===== src/rtl/sseg_pkg.sv =====
// Shared glyph codes and scanner state encoding for the 7-segment scan driver.
// Glyphs are active-high, bit 6 = segment a ... bit 0 = segment g.
package sseg_pkg;

    localparam logic [6:0] G_0   = 7'b1111110;
    localparam logic [6:0] G_1   = 7'b0110000;
    localparam logic [6:0] G_2   = 7'b1101101;
    localparam logic [6:0] G_3   = 7'b1111001;
    localparam logic [6:0] G_4   = 7'b0110011;
    localparam logic [6:0] G_5   = 7'b1011011;
    localparam logic [6:0] G_6   = 7'b1011111;
    localparam logic [6:0] G_7   = 7'b1110000;
    localparam logic [6:0] G_8   = 7'b1111111;
    localparam logic [6:0] G_9   = 7'b1111011;
    localparam logic [6:0] G_A   = 7'b1110111;
    localparam logic [6:0] G_O   = 7'b0011101;
    localparam logic [6:0] G_H   = 7'b0110111;
    localparam logic [6:0] G_D   = 7'b0111101;
    localparam logic [6:0] G_E   = 7'b1001111;
    localparam logic [6:0] G_OFF = 7'b0000000;

    typedef enum logic [1:0] {
        ST_IDLE,
        ST_BLANK,
        ST_DRIVE
    } state_e;

endpackage


===== src/rtl/sseg_glyph_decode.sv =====
// Nibble to active-high 7-segment glyph. Sole owner of the glyph table.
module sseg_glyph_decode
    import sseg_pkg::*;
(
    input  logic [3:0] nibble_i,
    output logic [6:0] glyph_o
);

    // Full 16-entry table; 0xF is the blank code.
    always_comb begin
        glyph_o = G_OFF;
        unique case (nibble_i)
            4'h0: glyph_o = G_0;
            4'h1: glyph_o = G_1;
            4'h2: glyph_o = G_2;
            4'h3: glyph_o = G_3;
            4'h4: glyph_o = G_4;
            4'h5: glyph_o = G_5;
            4'h6: glyph_o = G_6;
            4'h7: glyph_o = G_7;
            4'h8: glyph_o = G_8;
            4'h9: glyph_o = G_9;
            4'hA: glyph_o = G_A;
            4'hB: glyph_o = G_O;
            4'hC: glyph_o = G_H;
            4'hD: glyph_o = G_D;
            4'hE: glyph_o = G_E;
            4'hF: glyph_o = G_OFF;
        endcase
    end

endmodule


===== src/rtl/sseg_scan_mux.sv =====
// Time-multiplexed 7-segment bank driver: per-slot ghost-blank gap, frame
// snapshot of the display inputs, leading-zero blanking and pin polarity.
module sseg_scan_mux
    import sseg_pkg::*;
#(
    parameter int unsigned NUM_DIGITS     = 4,
    parameter int unsigned SCAN_DIV       = 50000,
    parameter int unsigned BLANK_CYC      = 16,
    parameter int unsigned SEG_ACTIVE_LOW = 0,
    parameter int unsigned AN_ACTIVE_LOW  = 1
) (
    input  logic                    clk_i,
    input  logic                    rst_ni,
    input  logic [4*NUM_DIGITS-1:0] value_i,
    input  logic [NUM_DIGITS-1:0]   dots_i,
    input  logic                    lz_en_i,
    input  logic                    enable_i,
    output logic [6:0]              sseg_o,
    output logic                    dot_o,
    output logic [NUM_DIGITS-1:0]   an_o,
    output logic                    frame_tick_o
);

    localparam int unsigned CntW = (SCAN_DIV > 1) ? $clog2(SCAN_DIV) : 1;
    localparam int unsigned IdxW = (NUM_DIGITS > 1) ? $clog2(NUM_DIGITS) : 1;

    // Pin-level "off" patterns; XOR with these applies polarity.
    localparam logic [6:0]            SegOff = (SEG_ACTIVE_LOW != 0) ? 7'h7F : 7'h00;
    localparam logic                  DotOff = (SEG_ACTIVE_LOW != 0);
    localparam logic [NUM_DIGITS-1:0] AnOff  = (AN_ACTIVE_LOW != 0) ? '1 : '0;

    state_e                         state_q;
    logic [CntW-1:0]                cnt_q;
    logic [IdxW-1:0]                idx_q;
    logic [NUM_DIGITS-1:0][3:0]     snap_val_q;
    logic [NUM_DIGITS-1:0]          snap_dots_q;
    logic                           snap_lz_q;
    logic [6:0]                     sseg_q;
    logic                           dot_q;
    logic [NUM_DIGITS-1:0]          an_q;
    logic                           frame_tick_q;

    logic [NUM_DIGITS-1:0]          lz_blank;
    logic                           lead;
    logic [3:0]                     cur_nib;
    logic [6:0]                     dec_glyph;
    logic [6:0]                     drv_seg;
    logic                           drv_dot;
    logic [NUM_DIGITS-1:0]          drv_an;

    // Leading-zero mask: walk down from the MSD while nibbles are 0 and no dot seen.
    always_comb begin
        lead     = 1'b1;
        lz_blank = '0;
        for (int k = int'(NUM_DIGITS) - 1; k >= 0; k--) begin
            lead        = lead & (snap_val_q[k] == 4'h0) & ~snap_dots_q[k];
            lz_blank[k] = snap_lz_q & lead & (k != 0);
        end
    end

    assign cur_nib = snap_val_q[idx_q];

    sseg_glyph_decode u_decode (
        .nibble_i (cur_nib),
        .glyph_o  (dec_glyph)
    );

    // Pin values for the digit about to be driven (dot ignores blanking).
    always_comb begin
        drv_seg = (lz_blank[idx_q] ? G_OFF : dec_glyph) ^ SegOff;
        drv_dot = snap_dots_q[idx_q] ^ DotOff;
        drv_an  = (NUM_DIGITS'(1) << idx_q) ^ AnOff;
    end

    // Scanner FSM with counters, frame snapshot and registered pin outputs.
    always_ff @(posedge clk_i or negedge rst_ni) begin
        if (!rst_ni) begin
            state_q      <= ST_IDLE;
            cnt_q        <= '0;
            idx_q        <= '0;
            snap_val_q   <= '0;
            snap_dots_q  <= '0;
            snap_lz_q    <= 1'b0;
            sseg_q       <= SegOff;
            dot_q        <= DotOff;
            an_q         <= AnOff;
            frame_tick_q <= 1'b0;
        end else begin
            frame_tick_q <= 1'b0;
            if (!enable_i) begin
                state_q <= ST_IDLE;
                cnt_q   <= '0;
                idx_q   <= '0;
                sseg_q  <= SegOff;
                dot_q   <= DotOff;
                an_q    <= AnOff;
            end else begin
                unique case (state_q)
                    ST_IDLE: begin
                        state_q      <= ST_BLANK;
                        cnt_q        <= '0;
                        idx_q        <= '0;
                        snap_val_q   <= value_i;
                        snap_dots_q  <= dots_i;
                        snap_lz_q    <= lz_en_i;
                        frame_tick_q <= 1'b1;
                    end
                    ST_BLANK: begin
                        cnt_q <= cnt_q + 1'b1;
                        if (cnt_q == CntW'(BLANK_CYC - 1)) begin
                            state_q <= ST_DRIVE;
                            sseg_q  <= drv_seg;
                            dot_q   <= drv_dot;
                            an_q    <= drv_an;
                        end
                    end
                    ST_DRIVE: begin
                        if (cnt_q == CntW'(SCAN_DIV - 1)) begin
                            state_q <= ST_BLANK;
                            cnt_q   <= '0;
                            sseg_q  <= SegOff;
                            dot_q   <= DotOff;
                            an_q    <= AnOff;
                            if (idx_q == IdxW'(NUM_DIGITS - 1)) begin
                                idx_q        <= '0;
                                snap_val_q   <= value_i;
                                snap_dots_q  <= dots_i;
                                snap_lz_q    <= lz_en_i;
                                frame_tick_q <= 1'b1;
                            end else begin
                                idx_q <= idx_q + 1'b1;
                            end
                        end else begin
                            cnt_q <= cnt_q + 1'b1;
                        end
                    end
                    default: state_q <= ST_IDLE;
                endcase
            end
        end
    end

    assign sseg_o       = sseg_q;
    assign dot_o        = dot_q;
    assign an_o         = an_q;
    assign frame_tick_o = frame_tick_q;

endmodule


===== config.mk =====
export PLATFORM = sky130hd
export DESIGN_NAME = sseg_scan_mux
export DESIGN_NICKNAME = d
export VERILOG_FILES = /design/src/rtl/sseg_pkg.sv /design/src/rtl/sseg_glyph_decode.sv /design/src/rtl/sseg_scan_mux.sv
export SDC_FILE = /design/constraint.sdc
export NUM_CORES = 1
export LEC_CHECK = 0
export ABC_AREA = 1
export CELL_PAD_IN_SITES_DETAIL_PLACEMENT = 2
export CELL_PAD_IN_SITES_GLOBAL_PLACEMENT = 2
export CORE_ASPECT_RATIO = 1.2
export CORE_MARGIN = 4
export CORE_UTILIZATION = 34
export CTS_BUF_LIST = sky130_fd_sc_hd__clkbuf_2
export CTS_CLUSTER_SIZE = 20
export DETAILED_ROUTE_END_ITERATION = 16
export PLACE_DENSITY_LB_ADDON = 0.25
export SETUP_SLACK_MARGIN = 0.4
export SYNTH_ARGS = -nofsm -noshare
export SYNTH_HDL_FRONTEND = slang
export SYNTH_SLANG_ARGS = --single-unit

===== constraint.sdc =====
create_clock -name clk_i -period 2.5 [get_ports clk_i]
set_clock_uncertainty 0.2 [all_clocks]
set_input_delay 0.5 -clock clk_i [delete_from_list [all_inputs] [get_ports clk_i]]
set_output_delay 0.5 -clock clk_i [all_outputs]
set_load 0.02 [all_outputs]

==> results of run 1 <==
==> worst reg2reg max path, delay by kind of cell, from the launching register on <==
| kind | cells | cell delay, ns |
|---|---|---|
| compound gates | 1 | 0.16 |
| fa+ha+maj | 1 | 0.19 |
| buf+inv | 3 | 0.30 |
| flops | 1 | 0.54 |
| simple gates | 7 | 0.57 |
==> per-stage QoR <==
step | cell area [um2] | hold slack (ns) | instances | util, %
3_3_place_gp | 3866 | 0.2621 | 592 | 40.22
4_1_cts | 3999 | 0.2636 | 610 | 41.60
6_report | 4115 | 0.2968 | 620 | 42.81
5_1_grt | 4115 | 0.2797 | 620 | 42.81
3_5_place_dp | 3866 | 0.2688 | 592 | 40.22
2_1_floorplan | 3362 | 0.004409 | 435 | -
==> sequential cells by signal (all words and copies together), names as in the netlist <==
register and count:
dot_o 1, idx_q 2, sseg_o 7, snap_lz_q 1, cnt_q 16, state_q 2, snap_val_q 16, an_o 4
snap_dots_q 4, frame_tick_o 1
==> metal layers <==
metal	up-vias	GRT usage, %
met1	1500	20.22
met5	-	0
li1	1485	-
met3	13	2.667
met4	0	6.102
met2	35	35.75
==> kinds of logic (layout without fill, tap and decap cells) <==
group	count (synthesis)	in the layout	share of synthesized area, %
buffers and inverters	61	122	8.373
other	0	1	0
XOR/XNOR	7	7	1.824
AO/OA/AOI/OAI	52	52	10.61
AND/OR/NAND/NOR	247	247	33.64
adder cells (fa/ha/maj)	14	14	5.210
flip-flops	54	54	40.34
==> area by class of cell <==
class	count	share of cell area, %
Multi-Input combinational cell	320	43.14
Sequential cell	54	33.02
Timing Repair Buffer	63	14.26
Inverter	51	4.773
Tap cell	123	3.740
Clock buffer	5	0.6081
Clock inverter	3	0.3953
Antenna cell	1	0.06081
==> where the power goes <==
part,internal [mW],total [mW],switching [mW]
clock network,0.0637,0.376,0.312
registers,1.18,1.37,0.190
logic,0.927,2.42,1.50
==> repair_timing <==
action / in CTS / in global routing
endpoints found under the setup margin: 42 / 48
pin swaps: 3 / 5
gates resized for setup: 24 / 24
hold buffers: 1 / 0
buffers inserted: 9 / 9
endpoints found under the hold margin: 51 / 0
==> worst min-delay path by stage <==
stage | from | end | slack [ns] | depth (start not counted)
2_1_floorplan | rst_ni | cnt_q[0] | 0.004 | 0
3_3_place_gp | sseg_o[4] | sseg_o[4] | 0.26 | 2
3_5_place_dp | sseg_o[3] | sseg_o[3] | 0.27 | 2
4_1_cts | rst_ni | cnt_q[0] | 0.26 | 3
5_1_grt | value_i[14] | snap_val_q[14] | 0.28 | 3
6_report | rst_ni | snap_val_q[15] | 0.30 | 3
==> placed cells by master (no fill, tap or decap), drive strengths merged <==
cell,instances
nor3,7
o21ai,29
nand4,5
dlygate4sd3,1
clkdlybuf4s50,22
a21oi,22
clkbuf,6
xor2,6
o21bai,1
nand3,34
nand3b,1
nor2,64
ha,14
buf,30
dlygate4sd2,9
dfrtp,50
xnor2,1
clkinv,3
dfstp,4
nand2,136
inv,50
clkinvlp,1
diode,1
==> flow_metrics.tcl, run 1 <==
set metrics [dict create \
    multi_input_area_um2 1775 \
    regToRegSetupSlack_ns 0.47 \
    syn_avg_cell_area_um2 7.729 \
    crit_arrival_ns 2.22 \
    layout-drive-gt1-share_pct 23.19 \
    yosysWarnings 0 \
    synth_edf_count 0 \
    firstDrtPassIters 4 \
    crit_path_end "sseg_o[1]" \
    peakVddDrop_mv 0.3663 \
    numCtsBuffers 5 \
    cts_sinks 54 \
    status "completed" \
    core_area_um2 9613 \
    wl_per_cell_um 16.55 \
    drt_iter0_drc 58 \
    htree_num_levels 2 \
    grt_usage_pct 18.31 \
    seq_area_um2 1359 \
    drv_slew 0 \
    rr_endpoint "sseg_o[1]" \
    dr.max_layer_used "met4" \
    synth_cells 435 \
    syn_area_um2 3362 \
    worstMarginPinSlew_ns 0.4038 \
    dr_wl_met2_um 5649 \
    tns_ns 0 \
    cp.required_ns 2.69 \
    ys_ff_latch 54 \
    setup_viol_count_final 0 \
    cp.depth 12 \
    grt_pass1_wl_um 16890 \
    cap_violations 0 \
    gp_congestion 0.8233 \
    ys_seq_area_share_pct 40.34 \
    rows 39 \
    drc_errors 0 \
    cpPeakStageDelay_ns 0.54 \
    clock.fmax_ghz 0.4934 \
    finalWorstSetupSlack_ns 0.4732 \
    nets 533 \
    die_w_um 98.78 \
    cts.clk_slew.worst_paths_ns 0.31 \
    ys.flop_type "dfrtp_1" \
    cts_tree "done" \
    die_area_um2 11550 \
    yosysMostFrequentCell "nand2_1" \
    hold_class "primary input to async pin" \
    synth_area_leaders "dfrtp_1 (37%), nand2_1 (15%), nor2_1 (5.4%)" \
    crit_fanout 12 \
    root_buffer "clkbuf_2" \
    grt_max_degree 55 \
    finalPower_mw 4.171 \
    async_reset_ff_share_pct 100.0 \
    pre_cts_ws_ns 0.1752 \
    hpwl_um 7526 \
    crit_chain "buf_8 -> nand2_1 -> nand3_1 -> nand2_2 -> inv_2 -> ha_1 -> inv_1 -> nand2_1 -> a21oi_1 -> nor2_1 -> nand2_1 -> nand2_1" \
    min_period_ns 2.027 \
    wl_um 10260 \
    rsz0062_at_grt "yes" \
    setup.worst_path.start "idx_q[0]" \
    synth.top_cell.area_share_pct 37.22 \
    worst_path_max_delay_cell "dfrtp_2" \
    postRouteAntennaNets 0 \
    reg2reg_depth 12 \
    start_kind "flop" \
    syn_nets 473 \
    gr-total-overflow 0 \
    vias 3033 \
    cellPowerDensity_nw_per_um2 1014 \
    antenna_found_initial 1 \
    cp_top_family "simple AND/OR/NAND/NOR gates" \
    cpMostUsedCell "nand2_1" \
    path_class "flop to flop" \
    area_growth_pct 22.40 \
    die_h_um 116.9 \
    timing.rr.start "idx_q[0]" \
    clock_latency_ns 0.48 \
    netlist_top_cells_count "nand2_1 (130), dfrtp_1 (50), nor2_1 (48)" \
    num-fill-cells 1108 \
    worst-path-buf-inv 3 \
    wl_met3_um 195 \
    met1Wirelength_um 4198 \
    viasPerCell 4.892 \
    leakage_nw 1.991 \
    port_buffers 36 \
    ys_types 29 \
    cts.path.max_buffers 2 \
    fin_crit_sh_pct 81.07 \
    start_util_pct 34.97 \
    grt_pass1_vias 3461 \
    ios 37 \
    hold_violations 0 \
    relSlewSlack_pct 72.80 \
    worst_setup_path_end_kind "flop" \
    yosysTopAreaCell "dfrtp_1" \
]
No activity file was read; power rests on OpenSTA's default activity.
==> run 2, diff against run 1 <==
Settings changed: CORE_UTILIZATION 34 to 31.
Clock period 2.5 ns to 1.8 ns, I/O delays scaled along.
==> run 2 against run 1 <==
Against the previous run: the run now ends with negative setup slack left; critical path depth fell by 2; wire length rose by 100%; via count rose by 26%; power rose by 130%; final cell count rose by 15%; final area rose by 46%; core utilization rose by 14 points; die area rose by 8.9%; sequential share of layout area fell by 10 points; largest power group unchanged; highest routed layer unchanged.
==> flow_metrics.tcl, run 2 (same netlist as run 1, synthesis figures left out) <==
set metrics [dict create \
    port_buffers 36 \
    gp_congestion 0.8259 \
    relSlewSlack_pct 70.26 \
    die_h_um 122.1 \
    reg2reg_depth 10 \
    fin_area_um2 5989 \
    start_kind "flop" \
    pre_cts_ws_ns -0.2620 \
    tns_ns -13.65 \
    leakage_nw 2.751 \
    core_area_um2 10570 \
    clock_latency_ns 0.52 \
    grt_usage_pct 28.08 \
    die_w_um 103.1 \
    regToRegSetupSlack_ns -0.40 \
    area_growth_pct 78.15 \
    setup.worst_path.start "cnt_q[0]" \
    hold_class "primary input to async pin" \
    grt_max_degree 55 \
    grt_pass1_vias 4330 \
    firstDrtPassIters 4 \
    antenna_found_initial 0 \
    crit_fanout 7 \
    wl_um 20810 \
    timing.rr.start "cnt_q[0]" \
    hpwl_um 8522 \
    worstMarginPinSlew_ns 0.4426 \
    hold_violations 0 \
    ios 37 \
    rr_endpoint "sseg_o[1]" \
    htree_num_levels 2 \
    cts_sinks 54 \
    peakVddDrop_mv 1.014 \
    vias 3828 \
    clock.fmax_ghz 0.4549 \
    nets 619 \
    drc_errors 0 \
    cts.path.max_buffers 2 \
    final_common_cell "buf_4" \
    path_class "flop to flop" \
    postRouteAntennaNets 0 \
    status "complete, but fails checks" \
    cts_tree "done" \
    finalPower_mw 9.718 \
    root_buffer "clkbuf_2" \
    cp.required_ns 2.06 \
    cts.clk_slew.worst_paths_ns 0.35 \
    cellPowerDensity_nw_per_um2 1623 \
    rows 41 \
    die_area_um2 12580 \
    grt_pass1_wl_um 25950 \
    final_cell_mix "buf_4 (73), nand2_1 (69), dfrtp_1 (48)" \
    min_period_ns 2.198 \
    layout-drive-gt1-share_pct 59.11 \
    crit_arrival_ns 2.46 \
    drt_iter0_drc 176 \
    gr-total-overflow 0 \
    wl_per_cell_um 29.27 \
    cap_violations 0 \
    viasPerCell 5.384 \
    worst_setup_path_end_kind "flop" \
    finalWorstSetupSlack_ns -0.3981 \
    start_util_pct 31.81 \
    rsz0062_at_grt "yes" \
    setup_viol_count_final 55 \
    place_area_um2 4461 \
    drv_slew 0 \
    diodes 0 \
    violations "negative setup slack" \
    fin_crit_sh_pct 122.1 \
    numCtsBuffers 5 \
]
[run 2: cell types whose count changed in the layout (fill, tap and decap cells not counted), sizes merged]
cell         before  now
diode             1    0
buf              30  126
clkinvlp          1    0
bufinv            0    1
inv              50   49
dlygate4sd2       9    0
[run 2: worst max path at each step]
stage	endpoint
floorplan	sseg_o[5]
global placement	idx_q[0]
detailed placement	idx_q[1]
CTS	sseg_o[5]
global route	sseg_o[1]
finish	sseg_o[1]
[run 2: what timing repair did]
item / 4_1_cts / 5_1_grt
resized for setup: 223 / 79
pin swaps: 52 / 25
hold buffers: 1 / 0
gates cloned: 5 / 0
endpoints found under the hold margin: 54 / 0
endpoints found under the setup margin: 67 / 67
setup buffers: 36 / 18
[run 2: through the flow]
stage	instances	hold WS, ns	util, %
floorplan	435	-0.1356	-
global placement	643	0.1877	42.21
detailed placement	643	0.1893	42.21
CTS	693	0.1361	52.17
global route	711	0.09717	56.68
finish	711	0.1199	56.68
[run 2: where the power goes]
group          total, mW  internal (mW)  switching, mW
Clock              0.715          0.236          0.479
Combinational       6.92           3.05           3.86
Sequential          2.09           1.64          0.445
[run 2: cell type report]
class                      instances  area (um2)
tap                              129       161.4
fill                            1036        4578
timing repair buffer             149        1531
multi-input combinational        320        2648
inverter                          51       226.5
clock inverter                     2       33.78
sequential                        54        1359
clock buffer                       6       30.03
[run 2: metal layers]
metal | GRT usage [%] | part of all wire (%) | up-vias
li1 | - | - | 1650
met1 | 27.56 | 33 | 1959
met2 | 54.49 | 56 | 129
met3 | 4.066 | 2.7 | 90
met4 | 15.22 | 7.9 | 0
met5 | 0 | 0 | -
[run 2: critical path, cell delays in order (launching register included)]
cell and delay (ns):
dfrtp_1 0.54, ha_4 0.19, nand3_4 0.09, nor2_4 0.22
nand2_4 0.10, buf_6 0.13, nand2_4 0.07, nand3_4 0.09
nor2_4 0.24, nand2_1 0.13, nand2_1 0.13
